`config.mk`:
```
export PLATFORM = sky130hd
export DESIGN_NAME = dsp_chain_3_fp16_sop2_lane_serializer
export DESIGN_NICKNAME = d
export VERILOG_FILES = /design/src/rtl/dsp_chain_3_fp16_sop2_lane_serializer.sv
export SDC_FILE = /design/constraint.sdc
export NUM_CORES = 1
export LEC_CHECK = 0
export ABC_AREA = 0
export CORE_ASPECT_RATIO = 1.5
export CORE_MARGIN = 2
export CORE_UTILIZATION = 28
export CTS_CLUSTER_SIZE = 8
export DETAILED_ROUTE_END_ITERATION = 10
export PLACE_DENSITY = 0.44
export SYNTH_ARGS = -nofsm -noshare
export SYNTH_HDL_FRONTEND = slang
export SYNTH_SLANG_ARGS = --single-unit
```
`constraint.sdc`:
```
create_clock -name clk -period 34.9 [get_ports clk]
set_input_delay 10.47 -clock clk [delete_from_list [all_inputs] [get_ports clk]]
set_output_delay 10.47 -clock clk [all_outputs]
set_load 0.005 [all_outputs]
```
`src/rtl/dsp_chain_3_fp16_sop2_lane_serializer.sv`:
```
// Lane serializer behind the fp16 sop2 multiplier array: buffers whole result
// frames in a small FIFO and streams them out one 32-bit lane per beat.
module dsp_chain_3_fp16_sop2_lane_serializer #(
    parameter int LANES  = 8,
    parameter int LANE_W = 32,
    parameter int DEPTH  = 2,
    parameter int CNT_W  = 8
) (
    input  logic                      clk,
    input  logic                      reset,
    input  logic                      in_valid,
    input  logic [LANES*LANE_W-1:0]   in_data,
    output logic                      in_ready,
    output logic                      out_valid,
    input  logic                      out_ready,
    output logic [LANE_W-1:0]         out_data,
    output logic [$clog2(LANES)-1:0]  out_lane,
    output logic                      out_last,
    output logic                      drop_sticky,
    output logic [CNT_W-1:0]          drop_count
);

    localparam int PTR_W = (DEPTH > 1) ? $clog2(DEPTH) : 1;
    localparam int IDX_W = $clog2(LANES);
    localparam logic [PTR_W:0]   DEPTH_C  = (PTR_W + 1)'(DEPTH);
    localparam logic [IDX_W-1:0] LAST_IDX = IDX_W'(LANES - 1);
    localparam logic [CNT_W-1:0] CNT_MAX  = {CNT_W{1'b1}};

    logic [LANES*LANE_W-1:0] mem_r [DEPTH];
    logic [PTR_W-1:0]        wr_ptr_r;
    logic [PTR_W-1:0]        rd_ptr_r;
    logic [PTR_W:0]          count_r;
    logic [IDX_W-1:0]        lane_idx_r;
    logic                    drop_sticky_r;
    logic [CNT_W-1:0]        drop_count_r;

    logic                    in_ready_s;
    logic                    out_valid_s;
    logic                    push_s;
    logic                    drop_s;
    logic                    beat_s;
    logic                    pop_s;
    logic                    last_s;
    logic [LANES*LANE_W-1:0] head_frame_s;
    logic [LANE_W-1:0]       out_data_s;

    // Handshake decode; in_ready looks only at the registered count, so a full
    // FIFO refuses a frame even when the head frame retires in the same cycle.
    always_comb begin
        in_ready_s  = (count_r < DEPTH_C);
        out_valid_s = (count_r != '0);
        push_s      = in_valid && in_ready_s;
        drop_s      = in_valid && !in_ready_s;
        beat_s      = out_valid_s && out_ready;
        if (lane_idx_r == LAST_IDX) begin
            last_s = out_valid_s;
        end else begin
            last_s = 1'b0;
        end
        pop_s = beat_s && (lane_idx_r == LAST_IDX);
    end

    // Combinational lane select out of the head frame.
    always_comb begin
        head_frame_s = mem_r[rd_ptr_r];
        out_data_s   = head_frame_s[lane_idx_r*LANE_W +: LANE_W];
    end

    // Frame storage; intentionally not reset, content is qualified by count.
    always_ff @(posedge clk) begin
        if (push_s) begin
            mem_r[wr_ptr_r] <= in_data;
        end
    end

    // FIFO pointers, occupancy and lane sequencing.
    always_ff @(posedge clk or posedge reset) begin
        if (reset) begin
            wr_ptr_r   <= '0;
            rd_ptr_r   <= '0;
            count_r    <= '0;
            lane_idx_r <= '0;
        end else begin
            if (push_s) begin
                wr_ptr_r <= wr_ptr_r + PTR_W'(1);
            end
            if (pop_s) begin
                rd_ptr_r <= rd_ptr_r + PTR_W'(1);
            end
            case ({push_s, pop_s})
                2'b10:   count_r <= count_r + (PTR_W + 1)'(1);
                2'b01:   count_r <= count_r - (PTR_W + 1)'(1);
                default: count_r <= count_r;
            endcase
            if (beat_s) begin
                if (lane_idx_r == LAST_IDX) begin
                    lane_idx_r <= '0;
                end else begin
                    lane_idx_r <= lane_idx_r + IDX_W'(1);
                end
            end
        end
    end

    // Drop bookkeeping: sticky flag and saturating counter.
    always_ff @(posedge clk or posedge reset) begin
        if (reset) begin
            drop_sticky_r <= 1'b0;
            drop_count_r  <= '0;
        end else if (drop_s) begin
            drop_sticky_r <= 1'b1;
            if (drop_count_r != CNT_MAX) begin
                drop_count_r <= drop_count_r + CNT_W'(1);
            end
        end
    end

    assign in_ready    = in_ready_s;
    assign out_valid   = out_valid_s;
    assign out_data    = out_data_s;
    assign out_lane    = lane_idx_r;
    assign out_last    = last_s;
    assign drop_sticky = drop_sticky_r;
    assign drop_count  = drop_count_r;

endmodule

```
==> results of run 1 <==
state kept, by name, indices dropped and copies added, names as in the netlist:
name and cells:
drop_sticky 1, wr_ptr_r 1, drop_count 8, count_r 2
mem_r 512, rd_ptr_r 1, out_lane 3
kinds of logic after synthesis:
kind of cell,count (synthesis)
xor gates and xnor gates,10
muxes,132
AOI/OAI and AO/OA,67
and+or+nand+nor,62
adders and majority gates,4
DFF,528
buffers and inverters,45
worst paths after layout:
check / endpoint / cells after the start / start / slack [ns]
hold reg to reg: drop_sticky / 1 / drop_sticky / 0.49
max in group asynchronous: out_lane[0] / 2 / reset / 24.13
setup reg to reg: mem_r[0][144] / 5 / count_r[1] / 31.67
setup / recovery: out_data[30] / 6 / rd_ptr_r / 20.12
hold / removal: drop_sticky / 1 / drop_sticky / 0.49
min in group asynchronous: drop_count[6] / 2 / reset / 10.27
stage by stage:
step                      area, um2  instances
final                         26070       2136
after CTS                     26060       2132
after floorplan               19820        848
after global placement        23990       2033
after global routing          26070       2134
after detailed placement      23990       2033
critical path, stage by stage, from the launching register on:
cell	delay, ns
dfrtp_4	0.60
buf_4	0.75
buf_4	0.71
mux4_2	0.61
a22oi_1	0.39
nand2_1	0.11
clkdlybuf4s50_1	0.46
per-layer routing:
| layer | part of all wire (%) | vias up | track usage, % |
|---|---|---|---|
| li1 | - | 4326 | - |
| met5 | 0.13 | - | 0 |
| met4 | 2.6 | 10 | 6.026 |
| met2 | 52 | 290 | 24.48 |
| met3 | 5.5 | 84 | 3.531 |
| met1 | 40 | 5080 | 16.67 |
cell type report:
class | instances | area (um2) | share of cell area [%]
antenna | 4 | 10.01 | 0.03839
clock buffer | 90 | 1954 | 7.496
clock inverter | 9 | 121.4 | 0.4655
inverter | 2 | 7.507 | 0.02879
multi-input combinational | 275 | 3874 | 14.86
sequential | 528 | 15780 | 60.53
tap | 907 | 1135 | 4.353
timing repair buffer | 321 | 3188 | 12.23
power breakdown:
group | switching (mW) | internal (mW) | total (mW)
registers | 0.0413 | 0.828 | 0.869
logic | 0.306 | 0.306 | 0.611
clock network | 0.263 | 0.392 | 0.655
total | 0.610 | 1.53 | 2.14
cells in the mapped netlist:
cell type / number
xnor2_1: 9
mux2_2: 4
inv_1: 2
nand2_1: 39
dfrtp_1: 16
a31oi_1: 1
nand4_1: 3
nor3_1: 1
edfxtp_1: 512
nor2b_1: 2
mux4_2: 128
nand2b_1: 1
buf_4: 8
ha_1: 4
and3_1: 2
buf_2: 8
buf_1: 2
nor2_1: 5
a21o_1: 1
nand3_1: 5
or2_2: 1
xor2_1: 1
and2_1: 2
a21oi_1: 1
clkbuf_1: 25
a22oi_1: 64
and4_1: 1
==> flow_metrics.env, run 1 <==
export IMPL_numCtsBuffers=76
export IMPL_place_hpwl_mm=31.74
export IMPL_hold_slack_ns=0.4885
export IMPL_core_um2=70130
export IMPL_die_x_um=221.2
export IMPL_finalWorstSetupSlack_ns=20.12
export IMPL_synth_avg_cell_area_um2=23.37
export IMPL_post_cts_buffers=0
export IMPL_cp_max_fo=41
export IMPL_hp_class="flop to flop"
export IMPL_first_pass_iters=5
export IMPL_peakVddDrop_mv=0.03372
export IMPL_max_slew_margin_pct=31.00
export IMPL_yosysTopAreaCell="edfxtp_1"
export IMPL_cts_root_buf="clkbuf_16"
export IMPL_ant_nets=0
export IMPL_cts_repair_resized=0
export IMPL_synth_seq_cells=528
export IMPL_leakage_nw=8.368
export IMPL_drive_above_1_share_pct=19.59
export IMPL_syn_nets=1112
export IMPL_synth_mux_area_share_pct=14.77
export IMPL_critPathKind="flop to output port"
export IMPL_arrival_ns=4.31
export IMPL_fp_dieH_um=329.9
export IMPL_portBuffers=306
export IMPL_wl_per_cell_um=23.93
export IMPL_num_rows=119
export IMPL_ys_seq_area_share_pct=79.59
export IMPL_netlist_top_cells_area="edfxtp_1 (78%), mux4_2 (15%), a22oi_1 (2.4%)"
export IMPL_fin_skew_ns=0.01183
export IMPL_syn_inst=848
export IMPL_outcome="finished, final reports clean"
export IMPL_detailedPlace_worstSlack_ns=20.55
export IMPL_drc=0
export IMPL_start_util_pct=28.26
export IMPL_critPathRequiredTime_ns=24.43
export IMPL_grt_pass1_vias=11340
export IMPL_htreeDepth=3
export IMPL_timing_setup_tns_ns=0
export IMPL_grt_pass1_wl_mm=74.89
export IMPL_synth_top_family_by_area="multiplexers"
export IMPL_cts_max_path_buffers=3
export IMPL_synthAdderAreaFrac_pct=0.2525
export IMPL_cp_start_kind="flop"
export IMPL_p_per_area_nw_per_um2=81.91
export IMPL_hold_violations=0
export IMPL_area_delta_synth_final_pct=31.54
export IMPL_layout_common_cells="edfxtp_1 (512), clkdlybuf4s50_1 (306), mux4_2 (128)"
export IMPL_synth_area_um2=19820
export IMPL_finalMaxSlewViolations=0
export IMPL_finalSetupViolCount=0
export IMPL_insertion_delay_ns=0.62
export IMPL_place_congestion=0.6947
export IMPL_cts_tree="built"
export IMPL_final_common_cell="edfxtp_1"
export IMPL_tightest_slew_ns=1.035
export IMPL_synth_cell_types=27
export IMPL_vias=9790
export IMPL_fp_dieArea_um2=72980
export IMPL_clkSinkCount=528
export IMPL_final_fill_count=6456
export IMPL_power_mw=2.136
export IMPL_overflow=0
export IMPL_via_per_inst=4.583
export IMPL_clk_pin_slew_ns=0.05
export IMPL_synth_simple_area_share_pct=1.376
export IMPL_synth_top_area_share_pct=77.57
export IMPL_antenna_found_initial=10
export IMPL_clock_fmax_mhz=67.67
export IMPL_rsz0062_at_grt="false"
export IMPL_utilization_pct=37.18
export IMPL_dr_first_iter_drc_count=639
export IMPL_finalCriticalPeriod_ns=14.78
export IMPL_ctsHoldBuffers=0
export IMPL_gr_usage_all_layers_pct=14.11
export IMPL_grt_max_degree=153
export IMPL_top_level_ports=307
export IMPL_cap_violations=0
export IMPL_timing_final_crit_share_pct=42.34
export IMPL_synth_xor_area_share_pct=0.4419
export IMPL_final_nets=1468
export IMPL_synth_compound_area_share_pct=2.519
export IMPL_wirelength_mm=51.12
export IMPL_ys_warn_count=0
export IMPL_worst_setup_path_end_kind="output port"
Power figures use the tool's default switching activity.
==> run 2, diff against run 1 <==
==> constraint.sdc (replaced) <==
create_clock -name clk -period 14.1 [get_ports clk]
set_input_delay 4.23 -clock clk [delete_from_list [all_inputs] [get_ports clk]]
set_output_delay 4.23 -clock clk [all_outputs]
set_load 0.005 [all_outputs]
==> run 2 against run 1 <==
  * Power increased by 150%
  * Register-to-register slack got worse by 20 ns
  * Critical endpoint is now out_data[15]
  * Critical path depth unchanged
  * Die area unchanged
  * Wire length decreased by 1.5%
  * Sequential share of layout area increased by 0.14 points
  * Highest routed layer unchanged
  * Final cell count decreased by 0.37%
  * Largest cell class unchanged
  * Flip-flop and latch count unchanged
==> flow_metrics.env, run 2 (synthesis gave the netlist of run 1 again) <==
export IMPL_htreeDepth=3
export IMPL_cts_tree="built"
export IMPL_peakVddDrop_mv=0.1091
export IMPL_top_layer="met5"
export IMPL_arrival_ns=4.43
export IMPL_ant_nets=0
export IMPL_p_per_area_nw_per_um2=201.6
export IMPL_top_level_ports=307
export IMPL_cp_slowest_cell="dfrtp_4"
export IMPL_hold_violations=0
export IMPL_vias=9813
export IMPL_post_cts_buffers=0
export IMPL_dp_cells=2032
export IMPL_die_x_um=221.2
export IMPL_fin_cells=2128
export IMPL_rr_endpoint="mem_r[0][80]"
export IMPL_largest_reg_flops=512
export IMPL_place_hpwl_mm=31.31
export IMPL_final_common_cell="edfxtp_1"
export IMPL_fp_dieH_um=329.9
export IMPL_critical_path_max_stage_delay_ns=0.93
export IMPL_grt_pass1_vias=11000
export IMPL_cts_repair_resized=0
export IMPL_via_per_inst=4.611
export IMPL_wl_per_cell_um=23.67
export IMPL_rsz0062_at_grt="false"
export IMPL_numCtsBuffers=75
export IMPL_clkSinkCount=528
export IMPL_clk_pin_slew_ns=0.05
export IMPL_detailedPlace_worstSlack_ns=5.854
export IMPL_worst_path_buf_inv=3
export IMPL_cp_top_family="buffers and inverters"
export IMPL_reg2reg_slack_ns=11.29
export IMPL_wirelength_mm=50.37
export IMPL_cp_max_fo=40
export IMPL_place_congestion=0.7041
export IMPL_grt_max_degree=147
export IMPL_worst_setup_path_end_kind="output port"
export IMPL_finalCriticalPeriod_ns=8.657
export IMPL_fp_dieArea_um2=72980
export IMPL_gr_usage_all_layers_pct=13.86
export IMPL_core_um2=70130
export IMPL_final_nets=1466
export IMPL_ctsHoldBuffers=0
export IMPL_timing_final_crit_share_pct=61.39
export IMPL_grt_pass1_wl_mm=73.60
export IMPL_clock_fmax_mhz=115.5
export IMPL_tightest_slew_ns=1.126
export IMPL_crit_top_cell="buf_4"
export IMPL_regMostFlops="mem_r"
export IMPL_route_met3_wl_mm=3.261
export IMPL_antenna_found_initial=15
export IMPL_fin_area_um2=26010
export IMPL_insertion_delay_ns=0.61
export IMPL_drc=0
export IMPL_first_pass_iters=5
export IMPL_portBuffers=306
export IMPL_fin_skew_ns=0.01229
export IMPL_finalSetupViolCount=0
export IMPL_min_from="drop_sticky"
export IMPL_finalWorstSetupSlack_ns=5.443
export IMPL_finalMaxSlewViolations=0
export IMPL_area_delta_synth_final_pct=31.24
export IMPL_reg2reg_depth=5
export IMPL_hold_end="drop_sticky"
export IMPL_hp_class="flop to flop"
export IMPL_wl_met1_mm=19.64
export IMPL_layout_common_cells="edfxtp_1 (512), clkdlybuf4s50_1 (306), mux4_2 (128)"
export IMPL_dr_wl_met2_mm=25.96
export IMPL_timing_setup_tns_ns=0
export IMPL_critPathRequiredTime_ns=9.87
export IMPL_critPathKind="flop to output port"
export IMPL_cp_start_kind="flop"
export IMPL_cap_violations=0
export IMPL_leakage_nw=8.341
export IMPL_overflow=0
export IMPL_r2r_start="count_r[1]"
export IMPL_hold_depth=1
export IMPL_drive_above_1_share_pct=19.36
export IMPL_num_rows=119
export IMPL_outcome="finished, final reports clean"
export IMPL_dr_first_iter_drc_count=578
export IMPL_cts_max_path_buffers=3
export IMPL_placed_area_um2=23990
export IMPL_cts_root_buf="clkbuf_16"
export IMPL_start_util_pct=28.26
export IMPL_worstPathCellList="buf_4, buf_4, mux4_2, a22oi_1, nand2_1, clkdlybuf4s50_1"
export IMPL_max_slew_margin_pct=24.94
run 2: cell types whose count changed in the layout (fill, tap and decap cells not counted), sizes merged:
cell    previous run  this run
buf               15        14
diode              4         2
clkinv             7         3
clkbuf            90        89
run 2: layer usage:
layer / vias up / global-route usage, %
li1: 4321 / -
met1: 5073 / 16.07
met2: 294 / 23.91
met3: 101 / 4.181
met4: 24 / 5.807
met5: - / 0
run 2: area by class of cell:
class,instances,area (um2)
Antenna cell,2,5.005
Clock buffer,89,1951
Clock inverter,5,66.31
Fill cell,6498,44110
Inverter,2,7.507
Multi-Input combinational cell,275,3874
Sequential cell,528,15780
Tap cell,907,1135
Timing Repair Buffer,320,3193
run 2: power breakdown:
group | switching, mW | leakage, nW | internal [mW]
sequential | 0.132 | 4.88 | 2.05
clock | 0.629 | 0.982 | 0.960
combinational | 0.717 | 2.48 | 0.756
run 2: worst max path at each step:
stage / depth (start not counted) / start / slack (ns) / to
after CTS: 6 / rd_ptr_r / 5.16 / out_data[15]
after floorplan: 2 / in_valid / 2.63 / mem_r[0][0]
after global placement: 6 / rd_ptr_r / 5.86 / out_data[15]
final: 6 / rd_ptr_r / 5.44 / out_data[15]
after global routing: 6 / rd_ptr_r / 4.97 / out_data[15]
after detailed placement: 6 / rd_ptr_r / 5.85 / out_data[15]
run 2: stage by stage:
| stage | hold WS (ns) | util [%] | total power [mW] |
|---|---|---|---|
| 2_1_floorplan | 0.4590 | - | 3.112 |
| 3_3_place_gp | 0.4576 | 34.21 | 3.739 |
| 3_5_place_dp | 0.4523 | 34.21 | 3.754 |
| 4_1_cts | 0.4760 | 37.09 | 5.392 |
| 5_1_grt | 0.4948 | 37.09 | 5.531 |
| 6_report | 0.4866 | 37.09 | 5.245 |
==> run 3, diff against run 2 <==
--- a/config.mk
+++ b/config.mk
@@ -11,7 +11,7 @@
 export CORE_UTILIZATION = 28
 export CTS_CLUSTER_SIZE = 8
 export DETAILED_ROUTE_END_ITERATION = 10
-export PLACE_DENSITY = 0.44
+export PLACE_DENSITY = 0.46
 export SYNTH_ARGS = -nofsm -noshare
 export SYNTH_HDL_FRONTEND = slang
 export SYNTH_SLANG_ARGS = --single-unit
==> constraint.sdc (replaced) <==
create_clock -name clk -period 7.2 [get_ports clk]
set_input_delay 2.16 -clock clk [delete_from_list [all_inputs] [get_ports clk]]
set_output_delay 2.16 -clock clk [all_outputs]
set_load 0.005 [all_outputs]
==> run 3 against run 2 <==
  * Final cell count hardly changed
  * Cell area is 0.28% higher
  * Die area unchanged
  * Critical path depth is 1 lower
  * Wire length fell by 0.39%
  * Clock skew increased by 0.0024 ns
  * Sequential share of layout area is 0.17 points lower
  * Utilization rose by 0.10 points
  * Clock power grew 97%
  * Combinational power increased by 99%
  * Largest power group unchanged
==> flow_metrics.env, run 3 (synthesis gave the netlist of run 1 again) <==
export IMPL_place_hpwl_mm=31.01
export IMPL_critPathKind="flop to output port"
export IMPL_cts_tree="built"
export IMPL_top_level_ports=307
export IMPL_first_pass_iters=4
export IMPL_outcome="finished, final reports clean"
export IMPL_grt_max_degree=145
export IMPL_clkSinkCount=528
export IMPL_power_mw=10.36
export IMPL_timing_setup_tns_ns=0
export IMPL_via_per_inst=4.646
export IMPL_cap_violations=0
export IMPL_post_cts_buffers=0
export IMPL_gr_usage_all_layers_pct=13.71
export IMPL_regMostFlops="mem_r"
export IMPL_ant_nets=0
export IMPL_layout_common_cells="edfxtp_1 (512), clkdlybuf4s50_1 (306), mux4_2 (128)"
export IMPL_clk_pin_slew_ns=0.05
export IMPL_numCtsBuffers=75
export IMPL_insertion_delay_ns=0.60
export IMPL_final_common_cell="edfxtp_1"
export IMPL_fp_dieH_um=329.9
export IMPL_arrival_ns=3.55
export IMPL_wirelength_mm=50.17
export IMPL_timing_final_crit_share_pct=79.30
export IMPL_die_x_um=221.2
export IMPL_ctsHoldBuffers=0
export IMPL_cp_start_kind="flop"
export IMPL_drc=0
export IMPL_largest_reg_flops=512
export IMPL_core_um2=70130
export IMPL_tightest_slew_ns=0.9932
export IMPL_wl_per_cell_um=23.55
export IMPL_clock_fmax_mhz=175.1
export IMPL_leakage_nw=8.369
export IMPL_place_congestion=0.7044
export IMPL_sw_frac_of_total_pct=28.45
export IMPL_clockPowerShare_pct=30.2
export IMPL_antenna_found_initial=10
export IMPL_cts_repair_resized=0
export IMPL_switchingPower_mw=2.947
export IMPL_drive_above_1_share_pct=19.51
export IMPL_p_per_area_nw_per_um2=397.1
export IMPL_fin_skew_ns=0.01467
export IMPL_power_frac_seq_pct=41.5
export IMPL_area_delta_synth_final_pct=31.61
export IMPL_worst_setup_path_end_kind="output port"
export IMPL_htreeDepth=3
export IMPL_hp_class="flop to flop"
export IMPL_cts_root_buf="clkbuf_16"
export IMPL_rsz0062_at_grt="false"
export IMPL_overflow=0
export IMPL_cts_max_path_buffers=3
export IMPL_vias=9897
export IMPL_internal_power_mw=7.411
export IMPL_grt_pass1_wl_mm=72.97
export IMPL_final_nets=1468
export IMPL_fp_dieArea_um2=72980
export IMPL_grt_pass1_vias=11230
export IMPL_max_slew_margin_pct=33.79
export IMPL_finalMaxSlewViolations=0
export IMPL_critPathRequiredTime_ns=5.04
export IMPL_finalSetupViolCount=0
export IMPL_dr_first_iter_drc_count=607
export IMPL_portBuffers=306
export IMPL_num_rows=119
export IMPL_start_util_pct=28.26
export IMPL_cp_max_fo=40
export IMPL_finalCriticalPeriod_ns=5.710
export IMPL_hold_violations=0
export IMPL_power_frac_comb_pct=28.2
export IMPL_peakVddDrop_mv=0.2309
==> run 3: cell types whose count changed in the layout (fill, tap and decap cells not counted) <==
| cell | change |
|---|---|
| buf_12 | +5 |
| buf_4 | -3 |
| clkbuf_1 | -1 |
| clkinv_8 | -2 |
| diode_2 | +1 |
| inv_16 | +1 |
| inv_6 | +1 |
==> run 3: final cells by class <==
cell class	instances	area, um2
well taps	907	1135
multi-input cells	275	3874
clock inverters	5	62.56
clock buffers	88	1947
inverters	2	7.507
fillers	6443	44040
diodes	3	7.507
repair buffers	322	3271
flip-flops and latches	528	15780
==> run 3: metrics by stage <==
stage	util [%]	hold WS [ns]	worst slack, ns	area [um2]	std cells
after global placement	34.32	0.4552	1.939	24070	2034
after detailed placement	34.32	0.4679	1.986	24070	2034
after global routing	37.19	0.5125	1.195	26080	2128
after floorplan	-	0.4590	0.6782	19830	848
after CTS	37.19	0.4901	1.313	26080	2127
final	37.20	0.4785	1.490	26090	2130
==> run 3: path summary, 6_finish.rpt <==
| check | startpoint | end | slack [ns] | cells past startpoint |
|---|---|---|---|---|
| worst max-delay path | rd_ptr_r | out_data[9] | 1.49 | 5 |
| worst min-delay path | drop_sticky | drop_sticky | 0.48 | 1 |
| worst max register to register | count_r[1] | mem_r[0][53] | 4.78 | 4 |
| worst min register to register | drop_sticky | drop_sticky | 0.48 | 1 |
| max in group asynchronous | reset | rd_ptr_r | 4.73 | 2 |
| min in group asynchronous | reset | drop_count[4] | 1.97 | 2 |
==> run 3: critical path, stage by stage, from the launching register on <==
cell,delay (ns)
dfrtp_4,1.03
buf_12,0.37
mux4_2,0.55
a22oi_1,0.25
nand2_1,0.14
clkdlybuf4s50_1,0.47
==> run 3: per-layer routing <==
metal	routed length, um	global-route usage (%)
met1	19200	15.60
met2	26260	24.12
met3	3374	4.127
met4	1248	5.530
met5	83	0
==> run 3: power by group through the flow <==
stage | sequential, mW | clock, mW | combinational [mW]
floorplan | 4.23 | 0 | 1.79
global placement | 4.35 | 0 | 3.02
detailed placement | 4.38 | 0 | 3.03
CTS | 4.33 | 3.25 | 3.03
global route | 4.37 | 3.36 | 3.17
finish | 4.30 | 3.13 | 2.92
==> edit (settings of run 2) <==
The parameter `LANE_W` goes from 32 to 64.
--- a/src/rtl/dsp_chain_3_fp16_sop2_lane_serializer.sv
+++ b/src/rtl/dsp_chain_3_fp16_sop2_lane_serializer.sv
@@ -4,3 +4,3 @@
     parameter int LANES  = 8,
-    parameter int LANE_W = 32,
+    parameter int LANE_W = 64,
     parameter int DEPTH  = 2,
Ports: changed (resized in_data and out_data); port bits go from 307 to 595. The function was not compared with the original's and may differ.
==> edit against run 2 <==
- clock skew grew 0.0070 ns
- cell area rose by 97%
- die area grew 95%
- area after synthesis is 97% higher
- critical path type unchanged
- setup slack lost 0.15 ns
- routed wire length increased by 110%
- highest routed layer unchanged
- sequential cell count increased by 512
- power up 98%
==> edit: results (changes against run 2) <==
** Yosys
- Sequential share of the synthesized area :: 79.8% (+0.25 points)
- The proportion of register bits with asynchronous set or reset after synthesis was 1.54% (-1.5 points).
- The adder-cell share of the synthesized area is 0.128% (-0.12 points).
- Post-synthesis compound-gate area fraction :: 2.64% (+0.12 points)
- Nets in the synthesized netlist :: 2147 (+93%)
- By count the netlist is led by sky130_fd_sc_hd__edfxtp_1 (1024), sky130_fd_sc_hd__mux4_2 (256), sky130_fd_sc_hd__a22oi_1 (128), sky130_fd_sc_hd__nand2_1 (66), sky130_fd_sc_hd__clkbuf_1 (35).
- Yosys attributes the largest share of cell area to sky130_fd_sc_hd__edfxtp_1 (79%), sky130_fd_sc_hd__mux4_2 (15%), sky130_fd_sc_hd__a22oi_1 (2.5%).

** Outcome
- Outcome :: complete, no violations

** Cells and area
- The flip-flop count of the largest register after layout was 1024 (+100%).
- Antenna diode count :: 21 (+19)
- Clock buf count :: 166 (+87%)
- The final design instance area without fill was 51200 sq um (+97%).
- The footprint of the flip-flops and latches was 31200 sq um (+97%).
- The non-clock buffer share of cell area is 12.2% (-0.12 points).

** Route
- Routed wire length :: 106000 um (+110%)
- Number of vias after detailed routing :: 19400 (+98%)

** Placed design
- Post-detailed-placement half-perimeter wirelength :: 67200 um (+110%)
- The number of buffer cells added on primary ports came to 594 (+94%).

** Worst setup path
- The worst path arrival time is 4.58 ns (+0.15 ns).
- Worst reg2reg setup slack :: 10.53 ns (-0.76 ns)
- The longest individual stage delay on the worst path was 0.98 ns (+0.05 ns).

** Global route
- The global-route wire length before repair is 151000 um (+110%).
- The number of antenna violations at the first check in global routing is 78 (+63).

** Clocking
- The maximum level of the CTS H-tree was 4 (+1).
- Total CTS buffers :: 149 (+99%)

** Floorplan
- Floorplan row count :: 167 (+40%)

** Power
- Worst IR Drop VDD :: 0.000140 V (+28%)
-- edit: cell count changes after synthesis, sizes merged, moves of 10 or more --
cell / run 2 / this run
a22oi: 64 / 128
buf: 18 / 51
clkbuf: 25 / 35
edfxtp: 512 / 1024
mux4: 128 / 256
nand2: 39 / 66
-- edit: per-layer routing --
layer,vias to the layer above,wire length [um],track usage [%]
li1,8363,-,-
met1,9989,38400,16.2
met2,675,52200,24.7
met3,274,11700,7.51
met4,106,3130,5.79
met5,-,635,0
-- edit: critical path: cells and delay by family, from the launching register on --
kind | cells | cell delay, ns
buf+inv | 3 | 1.89
flops | 1 | 0.98
mux | 1 | 0.42
compound gates | 1 | 0.30
simple gates | 1 | 0.11
-- edit: worst min path at each step --
stage,end,slack (ns),cells past startpoint
final,drop_sticky$_DFFE_PP0P_,0.49,1
after detailed placement,drop_sticky$_DFFE_PP0P_,0.48,1
after CTS,drop_sticky$_DFFE_PP0P_,0.50,1
after floorplan,drop_sticky$_DFFE_PP0P_,0.45,1
after global placement,drop_sticky$_DFFE_PP0P_,0.47,1
after global routing,drop_sticky$_DFFE_PP0P_,0.50,1
-- edit: metrics by stage --
| stage | total power (W) | hold slack (ns) | setup WS (ns) | instances |
|---|---|---|---|---|
| after global placement | 0.00730 | 0.467 | 5.96 | 4016 |
| final | 0.0104 | 0.491 | 5.29 | 4216 |
| after detailed placement | 0.00737 | 0.484 | 5.90 | 4016 |
| after global routing | 0.0109 | 0.498 | 4.99 | 4203 |
| after floorplan | 0.00614 | 0.451 | 1.69 | 1627 |
| after CTS | 0.0106 | 0.495 | 5.03 | 4195 |
-- edit: where the power goes --
| part | internal [W] | switching, W |
|---|---|---|
| logic | 0.00146 | 0.00151 |
| clock network | 0.00195 | 0.00124 |
| registers | 0.00404 | 0.000176 |
| total | 0.00744 | 0.00293 |
